File: config.mk
export PLATFORM = sky130hd
export DESIGN_NAME = wb_stage_q_flat
export DESIGN_NICKNAME = d
export VERILOG_FILES = /design/src/rtl/wb_pkg.sv /design/src/rtl/wb_stage_q_if.sv /design/src/rtl/wb_port_fifo.sv /design/src/rtl/wb_stage_q.sv /design/src/flat_wrapper.sv
export SDC_FILE = /design/constraint.sdc
export NUM_CORES = 1
export LEC_CHECK = 0
export CAP_MARGIN = 20
export CORE_UTILIZATION = 40
export DETAILED_ROUTE_END_ITERATION = 8
export PLACE_DENSITY = 0.68
export SLEW_MARGIN = 20
export SYNTH_ARGS = -nofsm -noshare
export SYNTH_HDL_FRONTEND = slang
export SYNTH_SLANG_ARGS = --single-unit
File: constraint.sdc
create_clock -name clk -period 2.5 [get_ports clk]
set_input_delay 0.75 -clock clk [delete_from_list [all_inputs] [get_ports clk]]
set_output_delay 0.75 -clock clk [all_outputs]
set_load 0.1 [all_outputs]
File: src/rtl/wb_pkg.sv
// Shared constants and helpers for the registered writeback stage.
package wb_pkg;

  // Default datapath and register-file address widths.
  localparam int DATA_W_DEF     = 16;
  localparam int ADDR_W_DEF     = 3;
  localparam int PORT_DEPTH_DEF = 4;

  // Writeback source select encoding.
  localparam logic WB_SEL_ALU  = 1'b0;
  localparam logic WB_SEL_LOAD = 1'b1;

  // Width of an occupancy counter that must represent 0..depth inclusive.
  function automatic int cnt_w(input int depth);
    return $clog2(depth) + 1;
  endfunction

  // Width of a read/write pointer into a power-of-two deep buffer.
  function automatic int ptr_w(input int depth);
    return (depth > 1) ? $clog2(depth) : 1;
  endfunction

endpackage

File: src/rtl/wb_stage_q_if.sv
// Bundle of the writeback stage's pipeline, register-file, forwarding and
// output-port signals. The slave modport is the stage's view; the master
// modport is the view of whatever surrounds it (pipeline + peripheral).
interface wb_stage_q_if
  import wb_pkg::*;
#(
  parameter int DATA_W     = DATA_W_DEF,
  parameter int ADDR_W     = ADDR_W_DEF,
  parameter int PORT_DEPTH = PORT_DEPTH_DEF
);
  localparam int CNT_W = cnt_w(PORT_DEPTH);

  // MEM/WB input handshake and payload
  logic              in_valid;
  logic              in_ready;
  logic [DATA_W-1:0] in_alu_data;
  logic [DATA_W-1:0] in_load_data;
  logic              in_wb_sel;
  logic              in_reg_write;
  logic [ADDR_W-1:0] in_dest;
  logic              in_port_write;

  // Register-file write port
  logic              rf_we;
  logic [ADDR_W-1:0] rf_waddr;
  logic [DATA_W-1:0] rf_wdata;

  // Forwarding tap for the hazard unit
  logic              fwd_valid;
  logic [ADDR_W-1:0] fwd_addr;
  logic [DATA_W-1:0] fwd_data;

  // Output-port stream
  logic              port_valid;
  logic [DATA_W-1:0] port_data;
  logic              port_ready;
  logic [CNT_W-1:0]  port_count;

  modport slave (
    input  in_valid, in_alu_data, in_load_data, in_wb_sel,
           in_reg_write, in_dest, in_port_write, port_ready,
    output in_ready, rf_we, rf_waddr, rf_wdata,
           fwd_valid, fwd_addr, fwd_data,
           port_valid, port_data, port_count
  );

  modport master (
    output in_valid, in_alu_data, in_load_data, in_wb_sel,
           in_reg_write, in_dest, in_port_write, port_ready,
    input  in_ready, rf_we, rf_waddr, rf_wdata,
           fwd_valid, fwd_addr, fwd_data,
           port_valid, port_data, port_count
  );

endinterface

File: src/rtl/wb_port_fifo.sv
// Small circular FIFO buffering OUT-instruction data for the output port.
// No fall-through: a pushed word becomes visible at the head one cycle later.
// The head reads as zero while the buffer is empty so the port data is a
// well-defined value after reset. PORT_DEPTH must be a power of two >= 2 so
// the pointers wrap by simple overflow.
module wb_port_fifo
  import wb_pkg::*;
#(
  parameter int DATA_W     = DATA_W_DEF,
  parameter int PORT_DEPTH = PORT_DEPTH_DEF,
  localparam int CNT_W     = cnt_w(PORT_DEPTH),
  localparam int PTR_W     = ptr_w(PORT_DEPTH)
) (
  input  logic              clk,
  input  logic              rst_n,
  input  logic              push_i,
  input  logic              pop_i,
  input  logic [DATA_W-1:0] data_i,
  output logic [DATA_W-1:0] head_o,
  output logic [CNT_W-1:0]  count_o,
  output logic              full_o
);

  logic [DATA_W-1:0] mem_q [PORT_DEPTH];
  logic [PTR_W-1:0]  wr_ptr_q, wr_ptr_d;
  logic [PTR_W-1:0]  rd_ptr_q, rd_ptr_d;
  logic [CNT_W-1:0]  count_q,  count_d;
  logic              empty;
  logic              push_ok;
  logic              pop_ok;

  assign empty  = (count_q == '0);
  assign full_o = (count_q == CNT_W'(PORT_DEPTH));

  // Ignore a push into a full buffer or a pop from an empty one so the
  // occupancy can never leave 0..PORT_DEPTH even if a caller misbehaves.
  assign push_ok = push_i & ~full_o;
  assign pop_ok  = pop_i  & ~empty;

  assign count_o = count_q;
  assign head_o  = empty ? '0 : mem_q[rd_ptr_q];

  // Storage write at the tail; the array has no reset since occupancy
  // alone decides which entries are meaningful.
  always_ff @(posedge clk) begin
    if (push_ok) begin
      mem_q[wr_ptr_q] <= data_i;
    end
  end

  // Next pointers and occupancy from the qualified push/pop.
  always_comb begin
    wr_ptr_d = wr_ptr_q;
    rd_ptr_d = rd_ptr_q;
    count_d  = count_q;
    if (push_ok) begin
      wr_ptr_d = wr_ptr_q + PTR_W'(1);
    end
    if (pop_ok) begin
      rd_ptr_d = rd_ptr_q + PTR_W'(1);
    end
    unique case ({push_ok, pop_ok})
      2'b10:   count_d = count_q + CNT_W'(1);
      2'b01:   count_d = count_q - CNT_W'(1);
      default: count_d = count_q;
    endcase
  end

  // Pointer and occupancy registers; reset empties the buffer immediately.
  always_ff @(posedge clk or negedge rst_n) begin
    if (!rst_n) begin
      wr_ptr_q <= '0;
      rd_ptr_q <= '0;
      count_q  <= '0;
    end else begin
      wr_ptr_q <= wr_ptr_d;
      rd_ptr_q <= rd_ptr_d;
      count_q  <= count_d;
    end
  end

endmodule

File: src/rtl/wb_stage_q.sv
// Registered writeback stage: muxes ALU/load data into a one-cycle-latency
// register-file write, mirrors that write onto a forwarding tap, and queues
// OUT-instruction data for the output peripheral. The stage stalls the
// pipeline only when the port buffer is full; in_ready depends solely on
// registered occupancy so it never forms a combinational path from the
// peripheral's port_ready or from the incoming instruction.
module wb_stage_q
  import wb_pkg::*;
#(
  parameter int DATA_W     = DATA_W_DEF,
  parameter int ADDR_W     = ADDR_W_DEF,
  parameter int PORT_DEPTH = PORT_DEPTH_DEF,
  localparam int CNT_W     = cnt_w(PORT_DEPTH)
) (
  input  logic          clk,
  input  logic          rst_n,
  wb_stage_q_if.slave   bus
);

  logic              accept;
  logic              push;
  logic              pop;
  logic              full;
  logic              port_valid;
  logic [CNT_W-1:0]  count;
  logic [DATA_W-1:0] head;
  logic [DATA_W-1:0] wb_data;

  logic              rf_we_q,    rf_we_d;
  logic [ADDR_W-1:0] rf_waddr_q, rf_waddr_d;
  logic [DATA_W-1:0] rf_wdata_q, rf_wdata_d;

  // Handshake glue
  assign bus.in_ready = ~full;
  assign accept       = bus.in_valid & ~full;
  assign push         = accept & bus.in_port_write;
  assign port_valid   = (count != '0);
  assign pop          = port_valid & bus.port_ready;

  // Output-port buffer
  wb_port_fifo #(
    .DATA_W     (DATA_W),
    .PORT_DEPTH (PORT_DEPTH)
  ) u_port_fifo (
    .clk     (clk),
    .rst_n   (rst_n),
    .push_i  (push),
    .pop_i   (pop),
    .data_i  (bus.in_load_data),
    .head_o  (head),
    .count_o (count),
    .full_o  (full)
  );

  assign bus.port_valid = port_valid;
  assign bus.port_data  = head;
  assign bus.port_count = count;

  // Writeback mux and next register-file write; a port write never touches
  // the register file, and address/data hold unless a new write happens.
  always_comb begin
    wb_data    = (bus.in_wb_sel == WB_SEL_LOAD) ? bus.in_load_data : bus.in_alu_data;
    rf_we_d    = accept & bus.in_reg_write & ~bus.in_port_write;
    rf_waddr_d = rf_waddr_q;
    rf_wdata_d = rf_wdata_q;
    if (rf_we_d) begin
      rf_waddr_d = bus.in_dest;
      rf_wdata_d = wb_data;
    end
  end

  // Register-file write registers; reset drops any pending write at once.
  always_ff @(posedge clk or negedge rst_n) begin
    if (!rst_n) begin
      rf_we_q    <= 1'b0;
      rf_waddr_q <= '0;
      rf_wdata_q <= '0;
    end else begin
      rf_we_q    <= rf_we_d;
      rf_waddr_q <= rf_waddr_d;
      rf_wdata_q <= rf_wdata_d;
    end
  end

  assign bus.rf_we    = rf_we_q;
  assign bus.rf_waddr = rf_waddr_q;
  assign bus.rf_wdata = rf_wdata_q;

  // The forwarding tap is the same flops as the register-file write.
  assign bus.fwd_valid = rf_we_q;
  assign bus.fwd_addr  = rf_waddr_q;
  assign bus.fwd_data  = rf_wdata_q;

endmodule

File: src/flat_wrapper.sv
// flat-port wrapper written by rule: the top's interface ports become plain ports
module wb_stage_q_flat import wb_pkg::*;
#(
  parameter int DATA_W     = DATA_W_DEF,
  parameter int ADDR_W     = ADDR_W_DEF,
  parameter int PORT_DEPTH = PORT_DEPTH_DEF,
  localparam int CNT_W     = cnt_w(PORT_DEPTH)
)
  (clk, rst_n, bus_in_valid, bus_in_alu_data, bus_in_load_data, bus_in_wb_sel, bus_in_reg_write, bus_in_dest, bus_in_port_write, bus_port_ready, bus_in_ready, bus_rf_we, bus_rf_waddr, bus_rf_wdata, bus_fwd_valid, bus_fwd_addr, bus_fwd_data, bus_port_valid, bus_port_data, bus_port_count);
  wb_stage_q_if #(.DATA_W(DATA_W), .ADDR_W(ADDR_W), .PORT_DEPTH(PORT_DEPTH)) bus_i ();
  input  logic clk;
  input  logic rst_n;
  input wire logic [$bits(bus_i.in_valid)-1:0] bus_in_valid;
  input wire logic [$bits(bus_i.in_alu_data)-1:0] bus_in_alu_data;
  input wire logic [$bits(bus_i.in_load_data)-1:0] bus_in_load_data;
  input wire logic [$bits(bus_i.in_wb_sel)-1:0] bus_in_wb_sel;
  input wire logic [$bits(bus_i.in_reg_write)-1:0] bus_in_reg_write;
  input wire logic [$bits(bus_i.in_dest)-1:0] bus_in_dest;
  input wire logic [$bits(bus_i.in_port_write)-1:0] bus_in_port_write;
  input wire logic [$bits(bus_i.port_ready)-1:0] bus_port_ready;
  output wire logic [$bits(bus_i.in_ready)-1:0] bus_in_ready;
  output wire logic [$bits(bus_i.rf_we)-1:0] bus_rf_we;
  output wire logic [$bits(bus_i.rf_waddr)-1:0] bus_rf_waddr;
  output wire logic [$bits(bus_i.rf_wdata)-1:0] bus_rf_wdata;
  output wire logic [$bits(bus_i.fwd_valid)-1:0] bus_fwd_valid;
  output wire logic [$bits(bus_i.fwd_addr)-1:0] bus_fwd_addr;
  output wire logic [$bits(bus_i.fwd_data)-1:0] bus_fwd_data;
  output wire logic [$bits(bus_i.port_valid)-1:0] bus_port_valid;
  output wire logic [$bits(bus_i.port_data)-1:0] bus_port_data;
  output wire logic [$bits(bus_i.port_count)-1:0] bus_port_count;
  assign bus_i.in_valid = bus_in_valid;
  assign bus_i.in_alu_data = bus_in_alu_data;
  assign bus_i.in_load_data = bus_in_load_data;
  assign bus_i.in_wb_sel = bus_in_wb_sel;
  assign bus_i.in_reg_write = bus_in_reg_write;
  assign bus_i.in_dest = bus_in_dest;
  assign bus_i.in_port_write = bus_in_port_write;
  assign bus_i.port_ready = bus_port_ready;
  assign bus_in_ready = bus_i.in_ready;
  assign bus_rf_we = bus_i.rf_we;
  assign bus_rf_waddr = bus_i.rf_waddr;
  assign bus_rf_wdata = bus_i.rf_wdata;
  assign bus_fwd_valid = bus_i.fwd_valid;
  assign bus_fwd_addr = bus_i.fwd_addr;
  assign bus_fwd_data = bus_i.fwd_data;
  assign bus_port_valid = bus_i.port_valid;
  assign bus_port_data = bus_i.port_data;
  assign bus_port_count = bus_i.port_count;
  wb_stage_q #(.DATA_W(DATA_W), .ADDR_W(ADDR_W), .PORT_DEPTH(PORT_DEPTH)) u_core (.clk(clk), .rst_n(rst_n), .bus(bus_i));
endmodule
* Yosys cells after proc, flatten, opt, wreduce, memory -nomap -nowiden *
Memory sizes are Yosys's and may differ from the RTL's.
Index checks and enable logic that the tools add are counted.

word-level totals
  register bits = 27
  bits in writable memories = 64
  input bits = 42
  word-level logic and storage cells = 32
  memories kept = 1

cells by class
  add/sub/neg operators = 4
  eq/ne operators = 3
  muxes and demuxes = 5
  bitwise gates (word level) = 10
  reduce and logical (&&, ||, !) cells = 3

memories
  memory                    depth  bits a word  rd ports  clocked after Yosys merged registers in  write ports  RTL line            RTL
  u_core.u_port_fifo.mem_q  4      16           1         0                                        1            wb_port_fifo.sv:24  logic [DATA_W-1:0] mem_q [PORT_DEPTH];

operator list
  cell                   count
  $mux W16               2
  $and A1 B1 Y1          7
  $pmux W3 S2            1
  $add A2 B1 Y2 const B  2
  $add A3 B1 Y3 const B  1
  $eq A3 B3 Y1 const B   1
  $logic_not A3 Y1       1
  $not A1 Y1             3
  $reduce_bool A3 Y1     1
  $sub A3 B1 Y3 const B  1
  $eq A2 B1 Y1 const B   1
  $eq A2 B2 Y1 const B   1
  $mux W1                2
  $reduce_bool A2 Y1     1

* Longest topological paths before layout *
Gate-level depths: netlist of run 1.

  depth after elaboration = 7
  mapped depth = 10
  gate-level depth less buffers = 9

* By module *
A second synthesis of run 1 with hierarchy kept.

second synthesis, totals
  cells, all modules = 223
  area, all modules = 4065.1 um^2

modules (own cells, without submodules)
  module        times used  cells an instance  area an instance (um^2)
  wb_port_fifo  1           139                2864.0
  wb_stage_q    1           84                 1201.2

* Worst setup path before layout of run 1 *
Ideal clock, no wire load.

  kind = register -> output
  start point = reg u_core.u_port_fifo.count_q[0], in the netlist u_core.u_port_fifo.count_o[0]
  end point = out bus_port_data[10]
  arrival time = 3242 ps
  data required time = 1750 ps
  slack = -1492 ps
  stages on the path, launching flop included = 5
  buffers on the path = 2
  cell sequence = dfrtp_1 -> or3_1 -> clkbuf_1 -> clkbuf_1 -> and2_1

between the ends
  word-level cells in the longest chain between the ends = 2

RTL lines
  element                   RTL line            RTL
  start: declaration        wb_port_fifo.sv:27  logic [CNT_W-1:0] count_q, count_d;
  start signal: assignment  wb_port_fifo.sv:78  count_q <= count_d;
  $logic_not A3 Y1          wb_port_fifo.sv:32  assign empty = (count_q == '0);
  $mux W16                  wb_port_fifo.sv:41  assign head_o = empty ? '0 : mem_q[rd_ptr_q];
  end: declaration          flat_wrapper.sv:29  output wire logic [$bits(bus_i.port_data)-1:0] bus_port_data;

Every way passes these cells.

* Worst setup path in the final report of run 1 *
  start point = reg u_core.u_port_fifo.rd_ptr_q[0]
  end point = out bus_port_data[6]

between the ends
  word-level cells in the longest chain between the ends = 2

RTL lines
  element                   RTL line            RTL
  start: declaration        wb_port_fifo.sv:26  logic [PTR_W-1:0] rd_ptr_q, rd_ptr_d;
  start signal: assignment  wb_port_fifo.sv:77  rd_ptr_q <= rd_ptr_d;
  $mem_v2 Z4 W16            n/a
  $mux W16                  wb_port_fifo.sv:41

Every way passes these cells.

==> results of run 1 <==
## worst max-delay path, cell delays in order, from the launching register on
cell     delay [ns]
dfrtp_2        0.45
buf_8          0.16
mux4_2         0.51
and2_4         0.16
buf_12         0.16
## layer usage
layer / up-vias / wire, um / share of wire [%] / track usage [%]
met5: - / 0 / 0 / 0
met4: 0 / 134 / 1.6 / 7.14
met3: 12 / 354 / 4.4 / 3.21
met2: 64 / 4050 / 50 / 27.9
met1: 1132 / 3590 / 44 / 22.4
li1: 994 / - / - / -
## flip-flops by register name, indices dropped and copies added (netlist names)
name	cells
u_core.u_port_fifo.count_o	3
u_core.bus.fwd_data	16
u_core.u_port_fifo.mem_q	64
u_core.u_port_fifo.wr_ptr_q	2
u_core.u_port_fifo.rd_ptr_q	2
u_core.bus.fwd_addr	3
u_core.bus.fwd_valid	1
## Yosys cell counts, drive strengths merged
cell type,n,area (sq um)
ha,5,62.6
and4b,1,13.8
xor2,3,26.3
mux4,16,360
or3,1,6.26
o21ai,1,5.00
clkbuf,4,15.0
buf,27,200
or3b,1,11.3
mux2,36,480
dfrtp,27,676
nand3,1,5.00
nor2,1,3.75
and3,1,6.26
edfxtp,64,1920
fa,1,20.0
and2,21,131
nand2,1,3.75
xnor2,3,26.3
inv,6,22.5
## cells by family (layout without fill, tap and decap cells)
family | after synthesis | after routing | share of synthesized area (%)
AO/OA/AOI/OAI | 1 | 1 | 0.125
XOR/XNOR | 6 | 6 | 1.31
adder cells (fa/ha/maj) | 6 | 6 | 2.07
buffers and inverters | 37 | 142 | 5.95
flip-flops | 91 | 91 | 65.0
multiplexers | 52 | 52 | 21.0
AND/OR/NAND/NOR | 28 | 28 | 4.54
## worst paths after layout
path                                                               to                                       start  slack, ns  cells past startpoint
hold / removal                     u_core.bus.fwd_data[9]$_DFFE_PN0P_          u_core.bus.fwd_data[9]$_DFFE_PN0P_       0.55                      1
setup / recovery                                     bus_port_data[6]  u_core.u_port_fifo.rd_ptr_q[0]$_DFFE_PN0P_      -0.05                      4
min in group asynchronous  u_core.u_port_fifo.rd_ptr_q[1]$_DFFE_PN0P_                                       rst_n       0.78                      1
setup reg to reg            u_core.u_port_fifo.count_o[2]$_DFFE_PN0P_   u_core.u_port_fifo.count_o[0]$_DFFE_PN0P_       0.18                     10
max in group asynchronous          u_core.bus.fwd_data[4]$_DFFE_PN0P_                                       rst_n       1.15                      2
hold reg to reg                    u_core.bus.fwd_data[9]$_DFFE_PN0P_          u_core.bus.fwd_data[9]$_DFFE_PN0P_       0.55                      1
## through the flow
stage / hold WS (ns) / TNS [ns] / instance area, sq um / instances / setup slack (ns)
2_1_floorplan: 0.454 / -0.0774 / 4080 / 221 / -0.0774
5_1_grt: 0.571 / -1.27 / 5610 / 459 / -0.112
4_1_cts: 0.554 / -1.38 / 5600 / 458 / -0.112
6_report: 0.550 / -0.300 / 5610 / 459 / -0.0463
3_5_place_dp: 0.528 / -0.0497 / 5300 / 439 / -0.0497
3_3_place_gp: 0.525 / 0 / 5300 / 439 / 0.0415
## cells in the final DEF (no fill, tap or decap)
cell	count
and2_1	5
bufinv_16	2
buf_12	28
mux2_2	16
dfrtp_4	3
inv_2	1
edfxtp_1	64
and3_4	1
inv_4	1
or3_4	1
nand2_1	1
ha_4	1
or3b_4	1
clkinv_2	1
xor2_1	3
buf_4	50
clkbuf_8	9
nor2_1	1
inv_6	2
ha_1	4
and2_4	16
nand3_1	1
buf_8	1
xnor2_1	3
dfrtp_1	23
clkinvlp_4	2
fa_2	1
mux2_4	20
and4b_4	1
clkdlybuf4s50_1	41
o21ai_0	1
mux4_2	16
dfrtp_2	1
inv_1	4
## final cells by class
type / count / area share (%)
clock buffer: 9 / 2.21
clock inverter: 7 / 1.74
inverter: 6 / 0.446
multi-input combinational: 93 / 21.9
sequential: 91 / 46.5
tap: 133 / 2.97
timing repair buffer: 120 / 24.3
## timing repair
item / in CTS / in global routing
setup buffers: 2 / 2
gates resized for setup: 8 / 10
hold buffers: 0 / 0
setup endpoints to repair: 16 / 16
pin swaps: 0 / 16
gates cloned: 1 / 0
==> flow_summary_export.csv, run 1 <==
group,metric,value,unit
outcome,status,"complete, but fails checks",
outcome,violations,"negative setup slack",
grt,grt_usage,17.0,%
timing,fin_ws,-0.0463,ns
critical_path,start_kind,"flop",
timing,relSlewSlack,58.3,%
drt,via_count,2202,
grt,grt_pass1_wl,12600,um
critical_path,crit_fanout,6,
die,ios,103,
cts,cts_buffers,9,
synthesis,yosys_warnings,0,
final_layout,diodes,0,
critical_path,end_kind,"output port",
final_layout,final_nets,369,
grt,grt.overflow.total,0,
cts,ctsRootBufferMaster,"clkbuf_8",
placed_design,dp_hpwl,5440,um
timing,report.final.slew_viol_count,0,
flow_run,drv_cap,0,
drt,drtAntennaViolNets,0,
synthesis,synth_area,4000,sq um
die,die_w,102,um
timing,hold_viol_final,0,
timing,fin_crit_sh,102,%
die,coreArea,9730,sq um
drt,wl_per_cell,17.7,um
critical_path,critPathRequiredTime,1.75,ns
final_layout,fillers,778,
grt,grt_max_degree,20,
synthesis,synth_cell_type_count,23,
placed_design,place_congestion,0.685,
die,start_util,41.1,%
drt,drt_first_pass_iters,4,
hold_path,hold_class,"flop to flop",
cts,htreeDepth,3,
synthesis,yosysSeqAreaShare,65.0,%
cts,cts_tree,"built",
synthesis,syn_area_per_cell,18.1,sq um
final_layout,multi_input_area,1230,sq um
cts,cts.path.max_buffers,2,
drt,drc,0,
synthesis,synth-seq-cells,91,
final_layout,regArea,2610,sq um
cts,clk_pin_slew,0.09,ns
grt,grt_antenna_before_repair,0,
critical_path,critPathKind,"flop to output port",
synthesis,synthesis.nets,269,
timing,clock_skew,0.00615,ns
cts,clk_latency,0.35,ns
placed_design,portBuffers,102,
timing,worst_pin_slew,0.623,ns
timing,finalSetupViolCount,13,
grt,grt_pass1_vias,2317,
timing,rsz0062_at_grt,"true",
final_layout,final_core_util,57.7,%
drt,drt_iter0_markers,73,
drt,viasPerCell,4.80,
synthesis,syn_inst,221,
final_layout,drive_gt1_share,53.7,%
timing,fmax,393,MHz
die,die_area,10400,sq um
final_layout,area_growth,40.4,%
drt,wl,8130,um
cts,cts.sinks,91,
die,die_y,102,um
critical_path,crit_arrival,1.80,ns
timing,fin_crit,2.55,ns
die,rows,36,
Power of run 1 is left out: the tool's default activity adds up to more than one toggle a clock period on the data nets, which glitch-free logic cannot reach.
==> run 2, diff against run 1 <==
Settings changed: CORE_MARGIN set to 5, GPL_ROUTABILITY_DRIVEN set to 0.
==> run 2 against run 1 <==
Compared with the run above: the flow still finishes with violations (negative setup slack); register-to-register slack better by 0.03 ns; maximum frequency down 0.91%; wire length up 2.2%; via count up 0.73%; hold slack worse by 0.00082 ns; clock skew up 0.0020 ns; critical endpoint is now bus_port_data[15]; highest routed layer unchanged.
==> flow_summary_export.csv, run 2 (synthesized netlist as in run 1, its figures left out) <==
group,metric,value,unit
critical_path,path_common_cell,"buf_12",
final_layout,top_register,"u_core.u_port_fifo.mem_q",
grt,grt.overflow.total,0,
final_layout,multi_input_area,1230,sq um
cts,cts_tree,"built",
die,die_y,110,um
grt,gr-usage-met2,23.0,%
final_layout,final_core_util,57.6,%
drt,viasPerCell,4.77,
timing,fmax,389,MHz
final_layout,fillers,767,
timing,worst_pin_slew,0.388,ns
final_layout,final_cell_mix,"64 x edfxtp_1, 58 x buf_4, 41 x clkdlybuf4s50_1",
timing,fin_crit_sh,103,%
critical_path,cpPeakStageDelay,0.52,ns
timing,relSlewSlack,74.1,%
final_layout,final_common_cell,"edfxtp_1",
timing,report.final.slew_viol_count,0,
grt,grt_use_met3,3.79,%
final_layout,diodes,0,
drt,wl,8310,um
final_layout,final_nets,375,
placed_design,portBuffers,102,
final_layout,regArea,2610,sq um
critical_path,path_cells,"buf_12, mux4_2, and2_4, buf_12",
grt,globalRoute.busiestLayer,"met2",
timing,hold_viol_final,0,
drt,drt_iter0_markers,92,
final_layout,area_growth,40.9,%
timing,clock_skew,0.00817,ns
cts,cts.path.max_buffers,2,
cts,clk_pin_slew,0.09,ns
drt,drt_first_pass_iters,4,
grt,grt_usage,14.4,%
die,rows,36,
cts,ctsRootBufferMaster,"clkbuf_8",
outcome,violations,"negative setup slack",
critical_path,critPathRequiredTime,1.75,ns
grt,grt_pass1_wl,12700,um
cts,cts_buffers,9,
timing,fin_crit,2.57,ns
grt,use_met1,19.2,%
flow_run,drv_cap,0,
drt,via_count,2218,
final_layout,drive_gt1_share,54.8,%
cts,clk_latency,0.35,ns
critical_path,critPathKind,"flop to output port",
grt,grt_max_degree,27,
placed_design,dp_hpwl,5620,um
timing,rsz0062_at_grt,"true",
die,die_w,110,um
drt,drc,0,
die,ios,103,
die,start_util,40.9,%
die,coreArea,9770,sq um
drt,drtAntennaViolNets,0,
critical_path,crit_slowest_cell,"mux4_2",
grt,grt_pass1_vias,2368,
hold_path,hold_class,"input pin to async pin",
die,die_area,12100,sq um
cts,cts.sinks,91,
grt,grt_antenna_before_repair,0,
outcome,status,"complete, but fails checks",
drt,wl_per_cell,17.9,um
final_layout,largest_reg_flops,64,
critical_path,crit_fanout,8,
timing,fin_ws,-0.0696,ns
cts,htreeDepth,3,
critical_path,crit_arrival,1.82,ns
critical_path,start_kind,"flop",
critical_path,end_kind,"output port",
timing,finalSetupViolCount,9,
## run 2: layout make-up
type	instances	share of cell area, %
well taps	133	2.95
flip-flops and latches	91	46.3
repair buffers	126	24.1
clock buffers	9	2.20
inverters	6	0.444
clock inverters	7	2.15
multi-input cells	93	21.8
## run 2: per-stage QoR
step           area, sq um  worst slack (ns)  hold slack, ns  TNS (ns)  std cells
2_1_floorplan         4080           -0.0774           0.454   -0.0774        221
3_3_place_gp          5280            0.0422           0.523         0        441
3_5_place_dp          5280            0.0320           0.522         0        441
4_1_cts               5630            -0.104           0.531    -0.923        464
5_1_grt               5630            -0.134           0.522     -1.14        465
6_report              5630           -0.0696           0.549    -0.173        465
## run 2: worst max-delay path, delay by kind of cell, from the launching register on
kind                   cells  cell delay (ns)
buffers and inverters      2             0.32
AND/OR/NAND/NOR            1             0.18
flip-flops                 1             0.45
multiplexers               1             0.52
## run 2: timing repair
action,in CTS,in global routing
hold endpoints to repair,0,0
setup endpoints to repair,16,17
pin swaps,16,3
setup buffers,5,2
gates resized for setup,15,3
gates cloned,2,0
hold buffers,0,0
## run 2: worst paths after layout
kind / cells after the start / slack [ns] / start / end
setup / recovery: 4 / -0.07 / u_core.u_port_fifo.rd_ptr_q[0]$_DFFE_PN0P_ / bus_port_data[15]
hold / removal: 1 / 0.55 / rst_n / u_core.bus.fwd_data[5]$_DFFE_PN0P_
setup reg to reg: 11 / 0.21 / u_core.u_port_fifo.count_o[2]$_DFFE_PN0P_ / u_core.u_port_fifo.count_o[2]$_DFFE_PN0P_
hold reg to reg: 1 / 0.55 / u_core.bus.fwd_data[9]$_DFFE_PN0P_ / u_core.bus.fwd_data[9]$_DFFE_PN0P_
max in group asynchronous: 2 / 1.35 / rst_n / u_core.u_port_fifo.count_o[2]$_DFFE_PN0P_
min in group clk: 1 / 0.55 / u_core.bus.fwd_data[9]$_DFFE_PN0P_ / u_core.bus.fwd_data[9]$_DFFE_PN0P_
## run 2: metal layers
| metal | vias up | part of all wire, % | wire, um |
|---|---|---|---|
| met5 | - | 0 | 0 |
| met1 | 1137 | 44 | 3680 |
| met2 | 65 | 50 | 4140 |
| met4 | 0 | 0.66 | 55 |
| li1 | 1011 | - | - |
| met3 | 5 | 5.2 | 433 |
Power of run 2 is left out for the same reason.
